**config.mk**
```make
export PLATFORM = sky130hd
export DESIGN_NAME = display_sink_module
export DESIGN_NICKNAME = d
export VERILOG_FILES = /design/src/rtl/display_sink_module.sv
export SDC_FILE = /design/constraint.sdc
export NUM_CORES = 1
export LEC_CHECK = 0
export CORE_MARGIN = 8
export CORE_UTILIZATION = 43
export DETAILED_ROUTE_END_ITERATION = 8
export PLACE_DENSITY = 0.79
export SYNTH_ARGS = -nofsm -noshare
export SYNTH_HDL_FRONTEND = slang
export SYNTH_SLANG_ARGS = --single-unit
```
**constraint.sdc**
```tcl
create_clock -name clk -period 2.2 [get_ports clk]
set_clock_uncertainty 0.2 [all_clocks]
set_input_delay 0.22 -clock clk [delete_from_list [all_inputs] [get_ports clk]]
set_output_delay 0.22 -clock clk [all_outputs]
set_load 0.05 [all_outputs]
```
**src/rtl/display_sink_module.sv**
```systemverilog
// Hex display sink: captures a 16-bit producer result and streams it as four
// ASCII hex digits (MSB first) to an LCD character writer over valid/ready.
module display_sink_module #(
  parameter int unsigned LINE_POS  = 0,
  parameter bit          UPPERCASE = 1'b1,
  parameter bit          REFRESH   = 1'b1
) (
  input  logic        clk,
  input  logic        reset,
  input  logic [15:0] data_in,
  input  logic        show_input,
  output logic [7:0]  char_out,
  output logic [4:0]  char_pos,
  output logic        char_valid,
  input  logic        char_ready,
  output logic        busy,
  output logic [15:0] shown_value,
  output logic [7:0]  frame_count
);

  localparam int unsigned DATA_W  = 16;
  localparam int unsigned CHAR_W  = 8;
  localparam int unsigned POS_W   = 5;
  localparam int unsigned DIGIT_W = 2;
  localparam int unsigned CNT_W   = 8;

  localparam logic [POS_W-1:0]   BASE_POS   = POS_W'(LINE_POS % 32);
  localparam logic [CHAR_W-1:0]  BLANK_CHAR = 8'h20;
  localparam logic [DIGIT_W-1:0] LAST_DIGIT = 2'd3;

  typedef enum logic [0:0] {
    ST_IDLE = 1'b0,
    ST_SEND = 1'b1
  } state_t;

  state_t              state_q, state_d;
  logic [DIGIT_W-1:0]  digit_q, digit_d;
  logic                show_prev_q;
  logic [CHAR_W-1:0]   char_out_d;
  logic [POS_W-1:0]    char_pos_d;
  logic                char_valid_d;
  logic                busy_d;
  logic [DATA_W-1:0]   shown_value_d;
  logic [CNT_W-1:0]    frame_count_d;
  logic                capture_c;
  logic                xfer_c;

  // Map one nibble to its ASCII hex character.
  function automatic logic [CHAR_W-1:0] nibble_to_ascii(input logic [3:0] nib);
    logic [CHAR_W-1:0] ch;
    if (nib < 4'd10) begin
      ch = 8'h30 + CHAR_W'(nib);
    end else if (UPPERCASE) begin
      ch = 8'h37 + CHAR_W'(nib);
    end else begin
      ch = 8'h57 + CHAR_W'(nib);
    end
    return ch;
  endfunction

  // Select digit idx of a value, digit 0 being the most significant nibble.
  function automatic logic [3:0] nibble_sel(input logic [DATA_W-1:0] value,
                                            input logic [DIGIT_W-1:0] idx);
    logic [3:0] nib;
    case (idx)
      2'd0:    nib = value[15:12];
      2'd1:    nib = value[11:8];
      2'd2:    nib = value[7:4];
      default: nib = value[3:0];
    endcase
    return nib;
  endfunction

  // New frame on a rising show_input, or on changed data while held high.
  assign capture_c = (show_input && !show_prev_q) ||
                     (REFRESH && show_input && (data_in != shown_value));
  assign xfer_c    = char_valid && char_ready;

  // State and output registers.
  always_ff @(posedge clk) begin
    if (reset) begin
      state_q     <= ST_IDLE;
      digit_q     <= '0;
      show_prev_q <= 1'b0;
      char_out    <= BLANK_CHAR;
      char_pos    <= '0;
      char_valid  <= 1'b0;
      busy        <= 1'b0;
      shown_value <= '0;
      frame_count <= '0;
    end else begin
      state_q     <= state_d;
      digit_q     <= digit_d;
      show_prev_q <= show_input;
      char_out    <= char_out_d;
      char_pos    <= char_pos_d;
      char_valid  <= char_valid_d;
      busy        <= busy_d;
      shown_value <= shown_value_d;
      frame_count <= frame_count_d;
    end
  end

  // Next-state and next-output logic.
  always_comb begin
    state_d       = state_q;
    digit_d       = digit_q;
    char_out_d    = char_out;
    char_pos_d    = char_pos;
    char_valid_d  = char_valid;
    busy_d        = busy;
    shown_value_d = shown_value;
    frame_count_d = frame_count;

    case (state_q)
      ST_IDLE: begin
        if (capture_c) begin
          state_d       = ST_SEND;
          shown_value_d = data_in;
          digit_d       = '0;
          char_valid_d  = 1'b1;
          busy_d        = 1'b1;
          char_out_d    = nibble_to_ascii(data_in[15:12]);
          char_pos_d    = BASE_POS;
        end
      end
      ST_SEND: begin
        if (xfer_c) begin
          if (digit_q == LAST_DIGIT) begin
            state_d       = ST_IDLE;
            char_valid_d  = 1'b0;
            busy_d        = 1'b0;
            frame_count_d = frame_count + CNT_W'(1);
          end else begin
            // Later digits come from the captured value, never from live data_in.
            digit_d    = digit_q + DIGIT_W'(1);
            char_out_d = nibble_to_ascii(nibble_sel(shown_value, digit_q + DIGIT_W'(1)));
            char_pos_d = char_pos + POS_W'(1);
          end
        end
      end
      default: begin
        state_d = ST_IDLE;
      end
    endcase
  end

endmodule
```
==> metrics.cfg, run 1 <==
[sta]
min_period_ps=2320
worstMarginPinSlew_ps=566
setup_viol=5
slew_viol_final=0
rsz0062_at_grt=true
final.setup.tns_ps=-349
max_freq_mhz=430
final.period_utilization_pct=106
relSlewSlack_pct=62.2
setup_ws_ps=-125
hold_viol=0

[global_route]
grt_pass1_vias=1914
grt_pass1_wl_mm=9.38
antenna_found_initial=0
track_usage_pct=15.9
gr-total-overflow=0
grt_max_degree=39

[synth]
synth_top_cell_area_share_pct=38.2
yosys_most_used_dff=dfxtp_1
syn_avg_cell_area_um2=8.91
synthSimpleGateAreaFrac_pct=18.9
async_flop_share_pct=0
yosys_register_bits=41
seq_area_frac_synth_pct=38.2
synth_edf_count=0
yosysUniqueCellTypes=37
synth_area_leaders=dfxtp_1, xor2_1, mux2i_1
yosysTopAreaCell=dfxtp_1
muxShareOfSynthArea_pct=8.39
synth_nets=270
synth_fa_ha_area_share_pct=5.24
syn_inst=241
netlist_area_um2=2150
yosys_warnings=0
synth_compound_area_share_pct=12.0
synth_top_family_by_area=simple AND/OR/NAND/NOR gates
synth-xor-area-share_pct=11.8

[cells_and_area]
n_antenna_cell=0
area_growth_pct=49.9
instances_no_fill=392
fill_cells=383
nNetsFinal=353
layout-drive-gt1-share_pct=23.7
ff_latch_area_um2=837
multi_input_area_um2=1330

[hold_path]
hold_path.class=input pin to flop

[drt]
vias_per_cell=5.08
ant_nets=0
top_layer=met4
post_drt_wl_per_cell_um=15.1
drt-initial-drc-count=118
dr.pass1.iters=5
drc=0
wl_met3_um=300
vias=1993
totalWireLength_mm=5.91
drt-met1-wl_mm=2.55
wl_met2_mm=2.93

[cts]
cts_made_buffers=5
root_buffer=clkbuf_8
cts.path.max_buffers=2
cts.clk_slew.worst_paths_ps=80
cts.sinks=41
clock_latency_ps=290
postCtsHoldBufs=0
h-tree-depth=2
tritoncts=yes

[place]
dp.cells=381
place_hpwl_mm=4.34
portBuffers=57
gp_congestion=0.852
pre_cts_slack_ps=-182

[run_status]
violations=setup timing
status=finished with violations

[flow_run]
maxCapViolations=0

[floorplanning]
start_util_pct=44.9
die_area_um2=7510
die_h_um=86.7
rows=25
core_um2=4790
io_pins=59
die_x_um=86.7

[setup_path]
path_delay_family=compound AO/OA/AOI/OAI gates
crit_type=flop to flop
endpoint_kind=flop
crit_path_frequent_cell=ha_4
required_ps=2190
cpPeakStageDelay_ps=400
startpoint_type=flop
cpMaxStageDelayCell=dfxtp_4
crit_path_max_fanout=4
critical_path_arrival_ps=2320
cp.buffers_inverters=3
crit_chain=inv_4 -> ha_4 -> a222oi_1 -> buf_4 -> mux2i_2 -> inv_2 -> ha_4 -> nor2_1 -> o211ai_1 -> o311ai_2 -> o211a_1

[power]
vdd_drop_max_mv=0.408
powerDensity_nw_per_um2=577
p_leak_uw=0.00132

## cell usage in the layout (no fill, tap or decap), types with 11 or more instances in the layout
cell / instances
clkdlybuf4s50_1: 56
nor2_1: 43
xor2_1: 25
mux2i_1: 17
dfxtp_1: 32
buf_4: 26
a21oi_1: 11
nand2_1: 15
## logic make-up (layout without fill, tap and decap cells)
family	Yosys count	in the layout
AND/OR/NAND/NOR	86	86
flip-flops	41	41
AO/OA/AOI/OAI	36	36
XOR/XNOR	29	29
buffers and inverters	21	105
multiplexers	18	18
adder cells (fa/ha/maj)	9	9
other	1	1
## through the flow
step | utilization, % | power [uW] | area [um^2] | hold slack (ps)
floorplan | - | 1120 | 2160 | 148
detailed placement | 62.0 | 1310 | 2970 | 249
global route | 67.3 | 1940 | 3220 | 76.4
finish | 67.3 | 1860 | 3220 | 76.5
CTS | 66.4 | 1860 | 3180 | 263
global placement | 62.0 | 1300 | 2970 | 243
## synthesized netlist by cell type (all sizes together), types with 2 or more instances
master,count
nor2b,3
clkbuf,3
o311ai,2
nor3,3
dfxtp,41
a222oi,4
inv,11
nand4,5
nor2,43
xnor2,4
a21oi,17
ha,9
nand3,8
xor2,25
a211o,2
nand2,16
o211ai,2
buf,7
o21ai,4
and3,2
mux2i,18
nor4,3
## area by class of cell
| cell class | instances | area share [%] |
|---|---|---|
| Clock buffer | 7 | 2.99 |
| Clock inverter | 1 | 0.155 |
| Timing Repair Buffer | 86 | 25.5 |
| Tap cell | 67 | 2.60 |
| Sequential cell | 41 | 26.0 |
| Multi-Input combinational cell | 179 | 41.4 |
| Inverter | 11 | 1.44 |
## sequential cells by signal, indices dropped and copies added (netlist names)
| signal | cells |
|---|---|
| show_prev_q | 1 |
| busy | 1 |
| shown_value | 16 |
| state_q | 1 |
| digit_q | 2 |
| frame_count | 8 |
| char_out | 7 |
| char_pos | 5 |
## metal layers
layer	vias up	GRT usage, %
met5	-	0
met4	0	7.82
met3	7	3.78
met2	53	26.7
met1	945	18.4
li1	988	-
## worst min-delay path, cell delays in order
cell and delay (ps):
dlymetal6s2s_1 130, mux2i_1 90, nor2_1 80
## final timing paths
path,start,to,slack (ps),cells after the start
worst max-delay path,digit_q[0],char_out[6],-120,11
worst min-delay path,data_in[11],shown_value[11],80,3
worst max register to register,digit_q[0],char_out[6],-120,11
worst min register to register,char_out[4],char_out[4],260,2
## report_power, final
group / internal, uW / switching (uW) / total [uW] / leakage, uW
Sequential: 778 / 37.4 / 816 / 0.000340
Combinational: 212 / 294 / 506 / 0.000921
Clock: 283 / 253 / 537 / 0.0000542
Total: 1270 / 584 / 1860 / 0.00132
## timing repair
| action | 4_1_cts | 5_1_grt |
|---|---|---|
| gates resized for setup | 23 | 13 |
| setup buffers | 3 | 1 |
| endpoints found under the setup margin | 6 | 10 |
| pin swaps | 6 | 13 |
Note: power is estimated with default switching activity, not from simulation.
==> run 2: changes to the inputs <==
--- a/config.mk
+++ b/config.mk
@@ -5,10 +5,13 @@
 export SDC_FILE = /design/constraint.sdc
 export NUM_CORES = 1
 export LEC_CHECK = 0
+export CAP_MARGIN = 20
+export CORE_ASPECT_RATIO = 1.25
 export CORE_MARGIN = 8
 export CORE_UTILIZATION = 43
 export DETAILED_ROUTE_END_ITERATION = 8
 export PLACE_DENSITY = 0.79
+export SKIP_LAST_GASP = 1
 export SYNTH_ARGS = -nofsm -noshare
 export SYNTH_HDL_FRONTEND = slang
 export SYNTH_SLANG_ARGS = --single-unit
==> run 2 against run 1 <==
  * The flow now finishes without violations
  * Critical path depth shrank 1
  * Power grew 9.7%
  * Worst setup slack gained 130 ps
  * Cell area grew 0.12%
  * Sequential power is essentially flat
  * Combinational power is essentially flat
  * Critical path type unchanged
  * Critical endpoint is now char_out[2]
  * Largest power group unchanged
==> metrics.cfg, run 2 (synthesis gave the netlist of run 1 again) <==
[run_status]
status=finished, final reports clean  ; was finished with violations

[drt]
wl_met2_mm=3.03  ; was 2.93 mm
wl_met3_um=283  ; was 300 um
drc=0  ; unchanged
drt-initial-drc-count=98  ; was 118
vias_per_cell=5.19  ; was 5.08
top_layer=met4  ; unchanged
dr.pass1.iters=5  ; unchanged
ant_nets=0  ; unchanged
drt-met1-wl_mm=2.46  ; was 2.55 mm
vias=2007  ; was 1993
totalWireLength_mm=5.87  ; was 5.91 mm
post_drt_wl_per_cell_um=15.2  ; was 15.1 um

[power]
p_int_uw=1440  ; was 1270 uW
combPwrFrac_pct=24.7  ; was 27.2%
p_leak_uw=0.00133  ; was 0.00132 uW
p_switching_uw=597  ; was 584 uW
vdd_drop_max_mv=0.508  ; was 0.408 mV
powerDensity_nw_per_um2=632  ; was 577 nW/um^2
pwr-share-clk_pct=35.3  ; was 28.9%
pwr-share-seq_pct=39.9  ; was 43.9%
sw_frac_of_total_pct=29.3  ; was 31.4%

[cts]
cts.path.max_buffers=2  ; unchanged
cts_made_buffers=5  ; unchanged
tritoncts=yes  ; unchanged
root_buffer=clkbuf_8  ; unchanged
cts.clk_slew.worst_paths_ps=80  ; about the same
cts.sinks=41  ; unchanged
clock_latency_ps=300  ; was 290 ps
postCtsHoldBufs=0  ; unchanged
h-tree-depth=2  ; unchanged

[setup_path]
critical_path_arrival_ps=2230  ; was 2320 ps
required_ps=2240  ; was 2190 ps
crit_path_max_fanout=4  ; unchanged
crit_type=flop to flop  ; unchanged
endpoint_kind=flop  ; unchanged
startpoint_type=flop  ; unchanged

[cells_and_area]
post-route-util_pct=67.6  ; was 67.3%
largestRegisters=shown_value (16), frame_count (8), char_out (7)  ; unchanged
largest_reg_flops=16  ; unchanged
layout_commonest_cell=clkdlybuf4s50_1  ; unchanged
n_antenna_cell=0  ; unchanged
fill_cells=377  ; was 383
finalInstanceArea_um2=3220  ; about the same
nNetsFinal=355  ; was 353
final_cell_mix=clkdlybuf4s50_1, nor2_1, dfxtp_1  ; unchanged
layout-drive-gt1-share_pct=21.7  ; was 23.7%
area_growth_pct=50.0  ; was 49.9%
top_register=shown_value  ; unchanged

[sta]
rsz0062_at_grt=true  ; unchanged
final.period_utilization_pct=99.7  ; was 106%
setup_viol=0  ; was 5
worstMarginPinSlew_ps=537  ; was 566 ps
hold_viol=0  ; unchanged
max_freq_mhz=456  ; was 430 MHz
relSlewSlack_pct=64.1  ; was 62.2%
min_period_ps=2190  ; was 2320 ps
slew_viol_final=0  ; unchanged

[floorplanning]
die_x_um=79.2  ; was 86.7 um
core_um2=4760  ; was 4790 um^2
die_area_um2=7530  ; was 7510 um^2
die_h_um=95.0  ; was 86.7 um
rows=28  ; was 25
io_pins=59  ; unchanged
start_util_pct=45.1  ; was 44.9%

[place]
place_hpwl_mm=4.42  ; was 4.34 mm
portBuffers=57  ; unchanged
post_dp_cell_area_um2=2980  ; was 2970 um^2
gp_congestion=0.890  ; was 0.852

[global_route]
antenna_found_initial=0  ; unchanged
gr-total-overflow=0  ; unchanged
track_usage_pct=15.6  ; was 15.9%
grt_max_degree=39  ; unchanged
grt_pass1_vias=1945  ; was 1914
grt_pass1_wl_mm=9.36  ; was 9.38 mm

[hold_path]
hold_path.class=flop to flop  ; was input pin to flop

[flow_run]
maxCapViolations=0  ; unchanged

-- run 2: changes by cell type in the layout (fill, tap and decap cells not counted), moves of 2 or more --
cell	before	now
ha_1	3	5
buf_4	26	29
ha_2	3	1
dfxtp_1	32	35
a21oi_2	6	4
dfxtp_2	7	5
clkbuf_8	7	5
bufinv_16	0	2
-- run 2: critical path: stages, from the launching register on --
cell	delay (ps)
dfxtp_4	400
inv_4	50
ha_4	170
a222oi_1	370
mux2i_2	150
inv_2	100
ha_4	130
nand2_1	50
mux2i_1	130
a211o_1	270
a21oi_1	110
-- run 2: timing repair --
item,in CTS,in global routing
resized for setup,15,9
pin swaps,5,8
endpoints found under the hold margin,0,0
cloned,0,0
endpoints found under the setup margin,6,7
setup buffers,1,1
-- run 2: path summary, 6_finish.rpt --
kind	from	end	slack (ps)	cells past startpoint
max	digit_q[0]	char_out[2]	8	10
min	char_out[4]	char_out[4]	260	2
max reg2reg	digit_q[0]	char_out[2]	8	10
min reg2reg	char_out[4]	char_out[4]	260	2
-- run 2: stage by stage --
step	hold slack (ps)	total power, uW	std cells	setup WS (ps)	TNS, ps
after floorplan	148	1120	241	8.57	0
after global placement	252	1310	377	-78.1	-711
after detailed placement	253	1310	377	-148	-1180
after CTS	265	2030	386	3.12	0
after global routing	288	2110	387	-71.5	-181
final	259	2040	387	7.53	0
-- run 2: cell type report --
cell class | instances | area, um^2 | share of cell area (%)
timing repair buffer | 88 | 828 | 25.7
clock inverter | 3 | 65.1 | 2.02
inverter | 11 | 43.8 | 1.36
tap | 60 | 75.1 | 2.33
multi-input combinational | 179 | 1310 | 40.7
sequential | 41 | 831 | 25.8
clock buffer | 5 | 68.8 | 2.14
-- run 2: power groups by stage --
stage               registers [uW]  clock network [uW]  logic (uW)
finish                         813                 720         504
global route                   818                 760         534
CTS                            813                 732         490
detailed placement             830                   0         481
global placement               830                   0         475
floorplan                      939                   0         185
-- run 2: layer usage --
layer | up-vias | track usage (%)
li1 | 997 | -
met4 | 0 | 6.04
met1 | 958 | 17.4
met2 | 45 | 28.2
met5 | - | 0
met3 | 7 | 3.48
==> variant 1 (settings of run 1) <==
The parameter `UPPERCASE` goes from 1'b1 to 1'b0.
--- a/src/rtl/display_sink_module.sv
+++ b/src/rtl/display_sink_module.sv
@@ -4,3 +4,3 @@
   parameter int unsigned LINE_POS  = 0,
-  parameter bit          UPPERCASE = 1'b1,
+  parameter bit          UPPERCASE = 1'b0,
   parameter bit          REFRESH   = 1'b1
Formal check against the unedited RTL: not equivalent (Yosys sat finds a counterexample within 4 cycles, from zero or initial values and one cycle with reset high).
==> variant 1 against run 1 <==
The run still ends with setup timing left. Wire length rose by 1.2%. Cell count rose by 0.26%. Sequential power fell by 0.7%. Sequential share of layout area rose by 0.22 points. Synthesized area fell by 2.6%. Total power fell by 1.1%. First-iteration DRC count fell by 34%. Sequential cell count did not move. Maximum frequency rose by 3.6%. Cell area fell by 1.7%. Worst setup slack improved by 81 ps. Critical path type unchanged. Largest power group unchanged. Highest routed layer unchanged.
==> variant 1: results (changes against run 1) <==
stage,metric,value,unit,change
logic_synthesis,synthAdderAreaFrac,0.0538,,+0.00138
critical_path,critPathSlowestCell,mux2i_2,,
critical_path,cpPeakStageDelay,340,ps,-60 ps
grt,track_usage,0.162,,+0.00288
grt,antenna_found_initial,0,,unchanged
run_status,violations,setup timing,,
logic_synthesis,ys_ff_latch,41,,unchanged
power,leakagePower,0.00124,uW,-5.9%
logic_synthesis,synth_compound_area_frac,0.107,,-0.0130
hold_path,min_path_type,flop to flop,,
sta,tightest_slew,522,ps,-44.0 ps
run_status,outcome,"finished, violations left",,
logic_synthesis,ys_types,34,,-8.1%
final_layout,fillCellCount,381,,-0.52%
place,dp_hpwl,4.41,mm,+1.6%
sta,setup_tns,-43.0,ps,+306 ps
hold_path,hold_depth,2,,-1
logic_synthesis,ys_seq_area_frac,0.392,,+0.0100
sta,setup_viol,1,,-4
drt,drt_iter0_drc,78,,-34%
logic_synthesis,synthMuxAreaShare,0.0861,,+0.00221
clock_tree,cts.htree.levels,2,,unchanged
grt,grt_pass1_wl,9.60,mm,+2.4%
drt,first_pass_iters,6,,+1
clock_tree,cts-root-buf,clkbuf_8,,
power,power.share.switching,0.321,,+0.00634
final_layout,drive_gt1_frac,0.209,,-0.0283
grt,grt_pass1_vias,2056,,+7.4%
sta,finalWorstSetupSlack,-43.0,ps,+81.5 ps
drt,wl,5.98,mm,+1.2%
place,place.gp.congestion,0.841,,-1.3%
drt,viasPerCell,5.13,,+0.85%
critical_path,path_max_fanout,4,,unchanged
critical_path,crit_family,multiplexers,,
logic_synthesis,synth_xor_area_frac,0.117,,-0.00107
critical_path,cp.arrival,2240,ps,-80 ps
grt,grt_max_degree,22,,-44%
logic_synthesis,netlist_top_cells_area,"dfxtp_1 (39%), mux2i_1 (8.6%), nor2_1 (7.5%)",,
place,portBuffers,57,,unchanged
logic_synthesis,synth_nets,271,,+0.37%
power,vdd_drop_max,0.000289,V,-29%
final_layout,nets,354,,+0.28%
logic_synthesis,ys_top_cells_by_count,"nor2_1 (42), dfxtp_1 (41), a21oi_1 (18), mux2i_1 (18), nand2_1 (16)",,
critical_path,r2r.worst_path.cells,10,,-1
variant 1: path summary, 6_finish.rpt:
check,endpoint,slack [ps],startpoint
max,char_out[2],-40,digit_q[1]
min,char_out[5],250,char_out[5]
max reg2reg,char_out[2],-40,digit_q[1]
min reg2reg,char_out[5],250,char_out[5]
variant 1: through the flow:
stage               cell area (sq um)  setup WS, ps  instances
detailed placement               2940          -212        384
finish                           3160         -43.0        393
global placement                 2940          -160        384
global route                     3160          -133        393
CTS                              3100         -8.88        393
floorplan                        2100          2.01        242
variant 1: per-layer routing:
layer	track usage	up-vias	wire length, microns
li1	-	1003	-
met1	0.180	939	2490
met2	0.278	61	3030
met3	0.0449	12	324
met4	0.0780	0	138
met5	0	-	0
variant 1: kinds of logic (layout without fill, tap and decap cells):
group           count (synthesis)  count (layout)
compound gates                 34              34
xor+xnor                       28              28
fa+ha+maj                       9               9
buf+inv                        21             105
flops                          41              41
mux                            18              18
other cells                     1               1
simple gates                   90              90
variant 1: power by group through the flow:
stage / Clock [uW] / Combinational [uW] / Sequential, uW
final: 529 / 498 / 810
after global placement: 0 / 459 / 826
after CTS: 547 / 476 / 810
after floorplan: 0 / 175 / 930
after detailed placement: 0 / 465 / 827
after global routing: 568 / 528 / 815
variant 1: layout make-up:
type	count	share of cell area
Multi-Input combinational cell	180	0.406
Sequential cell	41	0.262
Tap cell	67	0.0265
Clock buffer	6	0.0261
Inverter	9	0.0115
Timing Repair Buffer	88	0.263
Clock inverter	2	0.00435
variant 1: what timing repair did:
| item | CTS | global route |
|---|---|---|
| hold buffers | 0 | 0 |
| resized for setup | 16 | 14 |
| setup buffers | 1 | 0 |
| setup endpoints to repair | 8 | 24 |
| pin swaps | 8 | 8 |
| cloned | 0 | 0 |
variant 1: worst min-delay path, cell delays in order, from the launching register on:
cell and delay (ps):
dfxtp_1 340, nor2_1 50, nand2_1 50
==> variant 2 (settings of run 1) <==
Made on the original files. Take the reset off `shown_value` and load it in a clocked block of its own.
--- a/src/rtl/display_sink_module.sv
+++ b/src/rtl/display_sink_module.sv
@@ -88,3 +88,2 @@
       busy        <= 1'b0;
-      shown_value <= '0;
       frame_count <= '0;
@@ -98,5 +97,8 @@
       busy        <= busy_d;
-      shown_value <= shown_value_d;
       frame_count <= frame_count_d;
     end
+  end
+
+  always_ff @(posedge clk) begin
+    shown_value <= shown_value_d;
   end
Check against the original RTL: not equivalent (Yosys sat finds a counterexample within 4 cycles, from zero or initial values and one cycle with reset high).
==> variant 2 against run 1 <==
The flow still finishes with violations (setup timing). Critical path depth down 1. Synthesized area decreased by 3.4%. Sequential cell count unchanged. Sequential share of layout area increased by 6.4 points. Wire length is 9.5% lower. Combinational power is 18% lower. Maximum frequency up 3.1%. Die area down 2.8%. Total power shrank 5.9%. Worst hold slack improved by 210 ps. Worst setup slack better by 71 ps. Cell area fell by 5.5%. Critical path type unchanged.
==> variant 2: results (changes against run 1) <==
stage,metric,value,unit,change
sta,setup_viol,3,,-2
logic_synthesis,synth_nets,237,,-12%
critical_path,worst_r2r_endpoint,char_out[2],,
run_status,violations,setup timing,,
hold_path,hold_end,char_out[4],,
place,placed_area,2860,sq um,-3.5%
drt,drt_iter0_drc,78,,-34%
place,place_inst,331,,-13%
run_status,outcome,"finished, violations left",,
final_layout,fillCellCount,374,,-2.3%
logic_synthesis,ys_seq_area_frac,0.473,,+0.0908
critical_path,r2r.worst_path.cells,10,,-1
final_layout,final_cells,342,,-13%
power,comb_power,416,uW,-18%
logic_synthesis,ys_types,41,,+11%
grt,grt_max_degree,23,,-41%
sta,setup_tns,-122,ps,+227 ps
drt,first_pass_iters,4,,-1
power,powerSeq,854,uW,+4.7%
hold_path,hold_depth,2,,-1
logic_synthesis,synth_edf_count,16,,+16
grt,track_usage,0.151,,-0.00851
drt,met2_length,2.58,mm,-12%
drt,m1WireLength,2.43,mm,-4.9%
final_layout,drive_gt1_frac,0.181,,-0.0564
drt,wl_met3,267,microns,-11%
grt,grt_pass1_wl,8.79,mm,-6.3%
hold_path,hp-start,char_out[4],,
final_layout,nets,316,,-10%
place,dpl_worst_slack,-139,ps,+43.1 ps
sta,finalWorstSetupSlack,-53.8,ps,+70.7 ps
grt,grt_util_met2,0.241,,-0.0262
logic_synthesis,synth_xor_area_frac,0.114,,-0.00424
variant 2: cell types whose count changed after synthesis, moves of 3 or more:
cell	before	now
nor3_1	3	8
nor2_1	43	17
nand3_1	7	14
xor2_1	25	12
dfxtp_1	41	25
mux2i_1	18	3
nor4_2	3	0
a21oi_1	16	13
edfxtp_1	0	16
xnor2_1	4	15
variant 2: how the worst max path moves through the flow:
| stage | from | endpoint | slack, ps | depth (start not counted) |
|---|---|---|---|---|
| 2_1_floorplan | shown_value[5] | char_out[2] | -100 | 8 |
| 4_1_cts | digit_q[1] | char_out[2] | -40 | 10 |
| 5_1_grt | digit_q[0] | char_out[2] | -140 | 10 |
| 3_5_place_dp | digit_q[0] | char_out[2] | -140 | 10 |
| 3_3_place_gp | digit_q[0] | char_out[2] | -90 | 10 |
| 6_report | digit_q[0] | char_out[2] | -50 | 10 |
variant 2: final cells by class:
type,instances,area (sq um),share of cell area
clock buffer,5,68.8,0.0226
clock inverter,3,16.3,0.00535
inverter,11,53.8,0.0177
multi-input combinational,147,1060,0.348
sequential,41,986,0.324
tap,54,67.6,0.0222
timing repair buffer,81,792,0.260
variant 2: through the flow:
stage,total power [uW],hold slack [ps]
3_5_place_dp,1270,276
6_report,1750,290
3_3_place_gp,1270,274
2_1_floorplan,1110,119
4_1_cts,1750,293
5_1_grt,1830,325
variant 2: cells by family after synthesis:
group / count (synthesis)
buffers and inverters: 20
AOI/OAI and AO/OA: 37
adders and majority gates: 9
xor gates and xnor gates: 27
DFF: 41
muxes: 3
and+or+nand+nor: 70
other: 1
variant 2: what timing repair did:
action                     4_1_cts  5_1_grt
setup endpoints to repair        5       12
setup buffers                    2        1
cloned                           0        0
gates resized for setup         16        4
pin swaps                        7        4
